$ cat src/rtl/dut_arst_pkg.sv
// Shared definitions for the asynchronous-input sampler.
//   SYNC_STAGES_DEF / CNT_W_DEF : default synchronizer depth and counter width
//   SYNC_STAGES_MIN / _MAX      : legal synchronizer depth range
//   sync_depth_ok()             : elaboration-time range check helper
package dut_arst_pkg;

  localparam int SYNC_STAGES_DEF = 2;
  localparam int CNT_W_DEF       = 8;

  localparam int SYNC_STAGES_MIN = 2;
  localparam int SYNC_STAGES_MAX = 4;

  function automatic bit sync_depth_ok(input int depth);
    return (depth >= SYNC_STAGES_MIN) && (depth <= SYNC_STAGES_MAX);
  endfunction

endpackage

$ cat src/rtl/dut_arst_sampler_sync_chain.sv
// Multi-flop synchronizer with asynchronous active-high clear.
// Ports:
//   clk        in  1  sampling clock, rising edge
//   clr        in  1  asynchronous clear, active-high
//   a          in  1  asynchronous level to be synchronized
//   tap_first  out 1  first-stage sample (may be metastable, observe only)
//   tap_last   out 1  last-stage, synchronized level
module arst_sync_chain
  import dut_arst_pkg::*;
#(
  parameter int DEPTH = SYNC_STAGES_DEF
) (
  input  logic clk,
  input  logic clr,
  input  logic a,
  output logic tap_first,
  output logic tap_last
);

  logic [DEPTH-1:0] stage;

  // Shift chain: stage[0] captures a, each later stage copies its predecessor
  always_ff @(posedge clk or posedge clr) begin
    if (clr) begin
      stage <= '0;
    end else begin
      stage <= {stage[DEPTH-2:0], a};
    end
  end

  assign tap_first = stage[0];
  assign tap_last  = stage[DEPTH-1];

endmodule

$ cat src/rtl/dut_arst_sampler.sv
// Brings the asynchronous level A into the CLK domain, flags rising and
// falling edges of the synchronized level and counts them.
// Ports:
//   CLK       in  1      clock, all flops rising-edge
//   RST       in  1      asynchronous active-high reset, clears every flop
//   A         in  1      asynchronous level input
//   Q         out 1      raw first-stage sample of A
//   Q_SYNC    out 1      synchronized level of A (SYNC_STAGES edges latency)
//   RISE      out 1      registered one-cycle pulse, Q_SYNC went 0->1
//   FALL      out 1      registered one-cycle pulse, Q_SYNC went 1->0
//   EDGE_CNT  out CNT_W  RISE+FALL events since reset, wraps modulo 2**CNT_W
module dut_arst_sampler
  import dut_arst_pkg::*;
#(
  parameter int SYNC_STAGES = SYNC_STAGES_DEF,
  parameter int CNT_W       = CNT_W_DEF
) (
  input  logic             CLK,
  input  logic             RST,
  input  logic             A,
  output logic             Q,
  output logic             Q_SYNC,
  output logic             RISE,
  output logic             FALL,
  output logic [CNT_W-1:0] EDGE_CNT
);

  localparam bit DEPTH_OK = sync_depth_ok(SYNC_STAGES);

  if (!DEPTH_OK) begin : g_bad_depth
    $error("dut_arst_sampler: SYNC_STAGES must be in 2..4");
  end

  logic prev_p1;
  logic chg;

  // Synchronizer stages
  arst_sync_chain #(
    .DEPTH (SYNC_STAGES)
  ) u_sync (
    .clk       (CLK),
    .clr       (RST),
    .a         (A),
    .tap_first (Q),
    .tap_last  (Q_SYNC)
  );

  // Any difference between the synchronized level and its delayed copy is an edge
  assign chg = Q_SYNC ^ prev_p1;

  // Edge-detect and counter stage: the pulse and the count update land on the
  // same clock edge, so EDGE_CNT already includes the pulse being shown.
  // prev_p1 resets to 0, so a level held high through reset shows up as a rise.
  always_ff @(posedge CLK or posedge RST) begin
    if (RST) begin
      prev_p1  <= 1'b0;
      RISE     <= 1'b0;
      FALL     <= 1'b0;
      EDGE_CNT <= '0;
    end else begin
      prev_p1 <= Q_SYNC;
      RISE    <= Q_SYNC & ~prev_p1;
      FALL    <= ~Q_SYNC & prev_p1;
      if (chg) begin
        EDGE_CNT <= EDGE_CNT + CNT_W'(1);
      end
    end
  end

endmodule

$ cat config.mk
export PLATFORM = sky130hd
export DESIGN_NAME = dut_arst_sampler
export DESIGN_NICKNAME = d
export VERILOG_FILES = /design/src/rtl/dut_arst_pkg.sv /design/src/rtl/dut_arst_sampler_sync_chain.sv /design/src/rtl/dut_arst_sampler.sv
export SDC_FILE = /design/constraint.sdc
export NUM_CORES = 1
export LEC_CHECK = 0
export BUFFER_PORTS_ARGS = -buffer_cell sky130_fd_sc_hd__buf_2
export CAP_MARGIN = 20
export CORE_AREA = 3 3 40 42
export DETAILED_ROUTE_END_ITERATION = 16
export DIE_AREA = 0 0 43 45
export SETUP_SLACK_MARGIN = 0.5
export SYNTH_ARGS = -nofsm -noshare
export SYNTH_HDL_FRONTEND = slang
export SYNTH_HIERARCHICAL = 1
export SYNTH_SLANG_ARGS = --single-unit
$ cat constraint.sdc
create_clock -name CLK -period 2.3 [get_ports CLK]
set_input_delay 0.345 -clock CLK [delete_from_list [all_inputs] [get_ports CLK]]
set_output_delay 0.345 -clock CLK [all_outputs]
set_load 0.005 [all_outputs]
==> flow_metrics.env, run 1 <==
export IMPL_place_area_sq_um=607
export IMPL_start_util_pct=40.3
export IMPL_rows=13
export IMPL_worst_setup_path_start_kind="register"
export IMPL_port_buffers=14
export IMPL_critPathRequiredTime_ps=2490
export IMPL_reg2reg_depth=5
export IMPL_placed_cells=66
export IMPL_antenna_cells=0
export IMPL_startpoint="u_sync/stage[1]"
export IMPL_period_share_pct=62.3
export IMPL_path_clk_slew_ps=70
export IMPL_hold_path_cell_count=1
export IMPL_p_leak_nw=0.349
export IMPL_period_minus_slack_ps=1430
export IMPL_boundaryPins=15
export IMPL_cts_resized=0
export IMPL_slowest_stage="dfrtp_1"
export IMPL_wire_per_inst_um=10.4
export IMPL_dr_pass1_iters=2
export IMPL_wl_um=740
export IMPL_holdPathEnd="u_sync/stage[0]"
export IMPL_synthesis_nets=43
export IMPL_htreeDepth=1
export IMPL_postCtsHoldBufs=1
export IMPL_ys_top_cells_by_area="dfrtp_1, ha_1, xnor2_1"
export IMPL_maxCapViolCount=0
export IMPL_slew_headroom_pct=72.8
export IMPL_crit_path_cell_trace="inv_1 -> ha_1 -> nand4b_4 -> nor3_2 -> xor2_1"
export IMPL_die_h_um=45
export IMPL_syn_avg_cell_area_sq_um=14.0
export IMPL_worst_pin_slew_ps=408
export IMPL_powerDensity_mw_per_mm2=1070
export IMPL_hpwl_um=588
export IMPL_clk_latency_ps=270
export IMPL_netlist_top_cell_by_area="dfrtp_1"
export IMPL_synth_cells=37
export IMPL_dieArea_sq_mm=0.00194
export IMPL_vias_per_cell=4.34
export IMPL_fin_skew_ps=3.98
export IMPL_clk_path_buf_depth=2
export IMPL_cp_end_kind="register"
export IMPL_synth_cells_most_frequent="dfrtp_1, inv_1, xnor2_1"
export IMPL_grt_pass1_wl_um=1280
export IMPL_drtAntennaViolNets=0
export IMPL_syn_to_final_growth_pct=24.2
export IMPL_final_util_pct=50.0
export IMPL_postCtsSetupRepairBufs=0
export IMPL_drt_initial_drc_count=2
export IMPL_core_area_sq_mm=0.00128
export IMPL_hold_violations=0
export IMPL_cpPeakStageDelay_ps=380
export IMPL_ir_drop_mv=0.389
export IMPL_finalNetCount=63
export IMPL_die_w_um=43
export IMPL_rrSetupSlack_ps=870
export IMPL_synthesis_area_sq_um=518
export IMPL_r2r_start="u_sync/stage[1]"
export IMPL_rsz0062_at_grt="no"
export IMPL_cts_buffers=3
export IMPL_root_buffer="clkbuf_4"
export IMPL_grt_max_degree=12
export IMPL_setup_tns_ps=0
export IMPL_hp_start="A"
export IMPL_num_vias=308
export IMPL_cp_max_fo=5
export IMPL_grt_pass1_vias=293
export IMPL_fin_cells=71
export IMPL_rr_endpoint="EDGE_CNT[7]"
export IMPL_synthArstFlopShare_pct=100
export IMPL_status="finished clean"
export IMPL_yosys_area_top_type_share_pct=62.8
export IMPL_grt_overflow=0
export IMPL_gp_congestion=0.653
export IMPL_ys_seq_area_share_pct=62.8
export IMPL_ys_warn_count=6
export IMPL_synth_flop_cell="dfrtp_1"
export IMPL_maxSlewViolCount=0
export IMPL_hp_class="in -> reg"
export IMPL_crit_arrival_ps=1630
export IMPL_fmax_mhz=698
export IMPL_drive_gt1_share_pct=35.7
export IMPL_grt_usage_pct=9.24
export IMPL_yosysMostFrequentCell="dfrtp_1"
export IMPL_grt_antenna_before_repair=0
export IMPL_synth_seq_cells=13
export IMPL_fin_area_sq_um=643
export IMPL_setup_viol=0
export IMPL_cts_tree="built"
export IMPL_cts_sinks=13
export IMPL_crit_type="reg -> reg"
export IMPL_drc=0
export IMPL_synth_cell_types=12
export IMPL_synth_edf_count=0
[stage by stage]
stage	hold WS, ps	setup WS (ps)	power [mW]
final	182	867	0.687
after global placement	205	886	0.558
after CTS	171	847	0.700
after detailed placement	205	864	0.561
after global routing	171	727	0.738
after floorplan	86.2	924	0.475
[kinds of logic after synthesis]
kind of cell,count (synthesis),share of synthesized area (%)
flops,13,62.8
xor+xnor,7,11.8
fa+ha+maj,3,7.25
mux,1,2.17
simple gates,9,13.0
buf+inv,4,2.90
[where the power goes]
part | leakage, nW | switching, mW | total [mW] | internal [mW]
registers | 0.161 | 0.0800 | 0.371 | 0.291
clock network | 0.0150 | 0.0678 | 0.135 | 0.0670
logic | 0.174 | 0.0745 | 0.181 | 0.107
total | 0.349 | 0.222 | 0.687 | 0.465
[cell type report]
class	instances	area, sq um
inverters	4	15.0
clock buffers	4	26.3
fillers	127	642
repair buffers	15	80.1
multi-input cells	20	178
flip-flops and latches	13	325
well taps	15	18.8
[critical path: cells and delay by family (launching register included)]
kind          cells  cell delay [ps]
fa+ha+maj         1              360
flops             1              380
simple gates      2              420
xor+xnor          1              150
buf+inv           1               60
[sequential cells by signal (all words and copies together) (netlist names)]
| register | count |
|---|---|
| RISE | 1 |
| FALL | 1 |
| prev_p1 | 1 |
| EDGE_CNT | 8 |
| u_sync/stage | 2 |
[worst max-delay path by stage]
stage	end	slack (ps)	depth (start not counted)
3_3_place_gp	EDGE_CNT[7]	890	5
4_1_cts	EDGE_CNT[7]	850	5
5_1_grt	EDGE_CNT[7]	730	5
6_report	EDGE_CNT[7]	870	5
3_5_place_dp	EDGE_CNT[7]	860	5
2_1_floorplan	EDGE_CNT[7]	920	5
[placed cells by master (no fill, tap or decap), drive strengths merged]
master / n
nand2: 3
xor2: 3
nor2: 2
dlygate4sd3: 1
ha: 3
clkbuf: 4
nand4b: 2
xnor2: 4
inv: 4
buf: 14
nor3: 1
dfrtp: 13
mux2: 1
nand2b: 1
[per-layer routing]
layer | wire length [um] | up-vias | track usage, % | share of wire, %
met2 | 331 | 10 | 13.8 | 45
li1 | - | 157 | - | -
met1 | 345 | 141 | 11.2 | 47
met5 | 0 | - | 0 | 0
met3 | 63 | 0 | 2.79 | 8.5
met4 | 0 | 0 | 7.23 | 0
No activity file was read; power rests on OpenSTA's default activity.
==> inputs of run 2 (changes only) <==
- PLACE_DENSITY: default -> 0.65
- clock period: 2.3 -> 1.25 ns (I/O delays scaled with it)
==> run 2 against run 1 <==
  * The run now ends with negative setup slack left
  * Clock skew fell by 2.4 ps
  * Sequential power is 76% higher
  * Cell area up 36%
  * Critical path depth is the same
  * Worst hold slack worse by 160 ps
  * Worst setup slack got worse by 890 ps
  * Global-route usage up 5.3 points
  * Sequential share of layout area shrank 13 points
  * Clock-buffer cell count is the same
  * Sequential cell count unchanged
  * Critical endpoint unchanged
  * Largest power group is now combinational logic
  * Highest routed layer is now met4
==> flow_metrics.env, run 2 (synthesis gave the netlist of run 1 again) <==
export IMPL_drc=0
export IMPL_drive_gt1_share_pct=60.8
export IMPL_fmax_mhz=788
export IMPL_rsz0062_at_grt="yes"
export IMPL_ir_drop_mv=0.985
export IMPL_power_mw=1.63
export IMPL_cts_buffers=3
export IMPL_drt_initial_drc_count=0
export IMPL_core_area_sq_mm=0.00128
export IMPL_cts_tree="built"
export IMPL_die_w_um=43
export IMPL_maxCapViolCount=0
export IMPL_status="finished with violations"
export IMPL_powerDensity_mw_per_mm2=1860
export IMPL_grt_usage_pct=14.6
export IMPL_cp_max_fo=4
export IMPL_start_util_pct=40.3
export IMPL_grt_overflow=0
export IMPL_largest_reg_flops=8
export IMPL_hp_class="in -> reg"
export IMPL_dr_pass1_iters=1
export IMPL_fin_skew_ps=1.55
export IMPL_hold_violations=0
export IMPL_clk_path_buf_depth=2
export IMPL_final_common_cell="dfrtp_1"
export IMPL_slew_headroom_pct=83.7
export IMPL_mostFrequentLayoutCells="dfrtp_1, buf_2, buf_4"
export IMPL_maxSlewViolCount=0
export IMPL_path_clk_slew_ps=80
export IMPL_worst_pin_slew_ps=244
export IMPL_grt_antenna_before_repair=0
export IMPL_path_delay_family="flip-flops"
export IMPL_critPathRequiredTime_ps=1450
export IMPL_grt_pass1_wl_um=1950
export IMPL_slowest_stage="dfrtp_1"
export IMPL_cp_num_buf_inv=1
export IMPL_finalNetCount=81
export IMPL_clk_latency_ps=270
export IMPL_antenna_cells=0
export IMPL_p_leak_nw=0.470
export IMPL_gp_congestion=0.624
export IMPL_drtAntennaViolNets=0
export IMPL_grt_max_degree=12
export IMPL_vias_per_cell=4.44
export IMPL_crit_type="reg -> reg"
export IMPL_wl_um=1220
export IMPL_top_register="EDGE_CNT"
export IMPL_root_buffer="clkbuf_4"
export IMPL_num_vias=395
export IMPL_period_minus_slack_ps=1270
export IMPL_die_h_um=45
export IMPL_cts_sinks=13
export IMPL_crit_arrival_ps=1470
export IMPL_violations="negative setup slack"
export IMPL_grt_pass1_vias=439
export IMPL_dpl_worst_slack_ps=-6.35
export IMPL_hpwl_um=700
export IMPL_setup_slack_ps=-18.4
export IMPL_port_buffers=14
export IMPL_htreeDepth=1
export IMPL_wire_per_inst_um=13.7
export IMPL_crit_path_cell_trace="inv_2 -> ha_4 -> nand4b_4 -> nor3_4 -> xor2_1"
export IMPL_worst_setup_path_start_kind="register"
export IMPL_period_share_pct=101
export IMPL_cpPeakStageDelay_ps=410
export IMPL_top_regs="EDGE_CNT x8, u_sync/stage x2"
export IMPL_syn_to_final_growth_pct=68.6
export IMPL_dieArea_sq_mm=0.00194
export IMPL_rows=13
export IMPL_setup_viol=3
export IMPL_cp_end_kind="register"
export IMPL_boundaryPins=15
## run 2: changes by cell type in the layout (fill, tap and decap cells not counted), moves of 2 or more
cell / change
buf_2: -3
buf_4: +11
buf_6: +10
ha_1: -2
ha_4: +2
inv_1: -2
## run 2: cell type report
cell class	instances	area (sq um)
Sequential cell	13	327
Fill cell	91	412
Timing Repair Buffer	33	260
Multi-Input combinational cell	20	223
Inverter	4	18.8
Clock buffer	4	26.3
Tap cell	15	18.8
## run 2: routing by layer
metal / GRT usage, % / share of wire (%) / up-vias
li1: - / - / 189
met1: 13.9 / 37 / 193
met2: 27.5 / 57 / 11
met3: 2.79 / 5.4 / 2
met4: 10.8 / 0.74 / 0
met5: 0 / 0 / -
## run 2: worst paths after layout
check | cells past startpoint | startpoint | to | slack, ps
worst max-delay path | 5 | u_sync/stage[1] | EDGE_CNT[7] | -20
min in group asynchronous | 3 | RST | u_sync/stage[1] | 370
worst min-delay path | 1 | A | u_sync/stage[0] | 20
worst max register to register | 5 | u_sync/stage[1] | EDGE_CNT[7] | -20
max in group asynchronous | 3 | RST | EDGE_CNT[2] | 620
worst min register to register | 1 | u_sync/stage[0] | u_sync/stage[1] | 490
## run 2: worst register-to-register path: cells and delay by family (launching register included)
kind | cells | cell delay, ps
DFF | 1 | 410
and+or+nand+nor | 2 | 350
adders and majority gates | 1 | 200
xor gates and xnor gates | 1 | 150
buffers and inverters | 1 | 70
## run 2: per-stage QoR
| step | std cells | utilization, % | hold WS, ps | cell area (sq um) | setup TNS [ps] |
|---|---|---|---|---|---|
| floorplan | 37 | - | -71.3 | 533 | 0 |
| global placement | 69 | 50.1 | 46.7 | 644 | 0 |
| detailed placement | 69 | 50.1 | 60.4 | 644 | -12.3 |
| CTS | 85 | 64.3 | 4.34 | 826 | -25.0 |
| global route | 89 | 68.0 | 2.54 | 873 | -252 |
| finish | 89 | 68.0 | 19.3 | 873 | -26.6 |
## run 2: power breakdown
group	total [mW]	leakage, nW	internal, mW	switching (mW)
combinational	0.720	0.295	0.445	0.275
sequential	0.652	0.160	0.539	0.113
clock	0.257	0.0150	0.124	0.133
total	1.63	0.470	1.11	0.521
## run 2: what timing repair did
action                     in CTS  in global routing
hold buffers                    1                  0
buffers inserted               11                  4
setup endpoints to repair      21                 33
gates resized for setup        13                  4
cloned                          0                  0
pin swaps                       2                  4
hold endpoints to repair       13                  0
==> inputs of run 3 (changes only) <==
- CORE_AREA: 3 3 40 42 -> 2 2 39 41
- DIE_AREA: 0 0 43 45 -> 0 0 41 43
- PLACE_DENSITY: 0.65 -> default
- PLACE_DENSITY_LB_ADDON: default -> 0.12
==> run 3 against run 2 <==
  * Core utilization shrank 9.7 points
  * Clock skew grew 0.75 ps
  * Combinational power grew 1%
  * Register-to-register slack gained 20 ps
  * Worst hold slack gained 3.3 ps
  * Clock-buffer cell count is the same
  * Highest routed layer is now met3
  * Largest power group unchanged
  * The run now ends clean
  * First-iteration DRC count grew 2
  * Critical path depth shrank 1
  * Critical endpoint unchanged
==> flow_metrics.env, run 3 (synthesis gave the netlist of run 1 again) <==
export IMPL_status="finished clean"
export IMPL_comb_power_share_pct=45.1
export IMPL_grt_usage_pct=13.6
export IMPL_drive_gt1_share_pct=58.8
export IMPL_grt_pass1_wl_um=1570
export IMPL_cp_end_kind="register"
export IMPL_setup_tns_ps=0
export IMPL_p_leak_nw=0.425
export IMPL_hp_start="A"
export IMPL_rsz0062_at_grt="yes"
export IMPL_fmax_mhz=801
export IMPL_dr_pass1_iters=4
export IMPL_powerDensity_mw_per_mm2=2010
export IMPL_boundaryPins=15
export IMPL_clk_path_buf_depth=2
export IMPL_port_buffers=14
export IMPL_mostFrequentLayoutCells="dfrtp_1, buf_2, buf_4"
export IMPL_rrSetupSlack_ps=2
export IMPL_num_vias=363
export IMPL_wl_um=965
export IMPL_start_util_pct=37.4
export IMPL_top_register="EDGE_CNT"
export IMPL_power_mw=1.62
export IMPL_crit_arrival_ps=1440
export IMPL_grt_pass1_vias=356
export IMPL_top_regs="EDGE_CNT x8, u_sync/stage x2"
export IMPL_slew_headroom_pct=84.1
export IMPL_antenna_cells=0
export IMPL_die_h_um=43
export IMPL_drc=0
export IMPL_maxCapViolCount=0
export IMPL_hp_class="in -> reg"
export IMPL_clockPowerShare_pct=15.3
export IMPL_htreeDepth=1
export IMPL_finalNetCount=75
export IMPL_period_share_pct=99.8
export IMPL_vias_per_cell=4.32
export IMPL_path_clk_slew_ps=70
export IMPL_seq_area_sq_um=327
export IMPL_hold_violations=0
export IMPL_critPathRequiredTime_ps=1440
export IMPL_period_minus_slack_ps=1250
export IMPL_cts_tree="built"
export IMPL_grt_antenna_before_repair=0
export IMPL_swShare_pct=31.0
export IMPL_rr_endpoint="EDGE_CNT[7]"
export IMPL_dieArea_sq_mm=0.00176
export IMPL_core_area_sq_mm=0.00138
export IMPL_grt_overflow=0
export IMPL_power_switching_mw=0.501
export IMPL_r2r_start="prev_p1"
export IMPL_final_util_pct=58.2
export IMPL_maxSlewViolCount=0
export IMPL_wire_per_inst_um=11.5
export IMPL_cts_sinks=13
export IMPL_multi_input_area_sq_um=214
export IMPL_clk_latency_ps=270
export IMPL_cp_max_fo=4
export IMPL_ir_drop_mv=1.04
export IMPL_largest_reg_flops=8
export IMPL_holdPathEnd="u_sync/stage[0]"
export IMPL_reg2reg_depth=4
export IMPL_setup_slack_ps=2.12
export IMPL_cts_buffers=3
export IMPL_rows=14
export IMPL_dpl_worst_slack_ps=0.971
export IMPL_fin_skew_ps=2.30
export IMPL_hold_path_cell_count=1
export IMPL_finalHoldWorstSlack_ps=22.6
export IMPL_setup_viol=0
export IMPL_die_w_um=41
export IMPL_p_int_mw=1.12
export IMPL_crit_type="reg -> reg"
export IMPL_drt_initial_drc_count=2
export IMPL_fillers=123
export IMPL_worst_pin_slew_ps=239
export IMPL_hpwl_um=663
export IMPL_startpoint="prev_p1"
export IMPL_final_common_cell="dfrtp_1"
export IMPL_drtAntennaViolNets=0
export IMPL_syn_to_final_growth_pct=55.6
export IMPL_grt_max_degree=12
export IMPL_gp_congestion=0.681
export IMPL_seqPwrFrac_pct=39.7
export IMPL_root_buffer="clkbuf_4"
export IMPL_worst_setup_path_start_kind="register"
## run 3: cell count changes in the layout (fill, tap and decap cells not counted), sizes merged
| cell | change |
|---|---|
| buf | -6 |
## run 3: metal layers
metal | vias up | GRT usage [%] | wire (um) | part of all wire (%)
met1 | 174 | 16.6 | 410 | 42
met3 | 0 | 4.71 | 63 | 6.5
li1 | 179 | - | - | -
met2 | 10 | 20.9 | 491 | 51
met4 | 0 | 6.00 | 0 | 0
met5 | - | 0 | 0 | 0
## run 3: critical path, cell delays in order, from the launching register on
cell and delay (ps):
dfrtp_1 410, ha_4 260, nand4b_4 190, nor3_2 140, xor2_1 160
## run 3: through the flow
stage	std cells	cell area (sq um)
floorplan	37	533
global placement	71	653
detailed placement	71	653
CTS	82	774
global route	84	806
finish	84	806
## run 3: cell type report
cell class	count	area share, %
Timing Repair Buffer	27	24.8
Multi-Input combinational cell	20	26.6
Sequential cell	13	40.5
Inverter	4	2.33
Tap cell	16	2.48
Clock buffer	4	3.26
## run 3: worst max path at each step
stage,endpoint,slack [ps],cells past startpoint
after CTS,EDGE_CNT[7],-10,4
after global placement,EDGE_CNT[7],20,4
after global routing,EDGE_CNT[7],-70,4
final,EDGE_CNT[7],2,4
after floorplan,EDGE_CNT[7],40,5
after detailed placement,EDGE_CNT[7],1,4
## run 3: power by group through the flow
stage          Combinational [mW]  Clock (mW)  Sequential [mW]
2_1_floorplan               0.194           0            0.688
3_3_place_gp                0.435           0            0.651
3_5_place_dp                0.444           0            0.660
4_1_cts                     0.699       0.262            0.641
5_1_grt                     0.794       0.288            0.658
6_report                    0.728       0.247            0.641
## run 3: timing repair
action                     in CTS  in global routing
setup buffers                   6                  2
hold buffers                    1                  0
setup endpoints to repair      21                 32
resized for setup               8                  4
hold endpoints to repair       13                  0
pin swaps                       3                  2
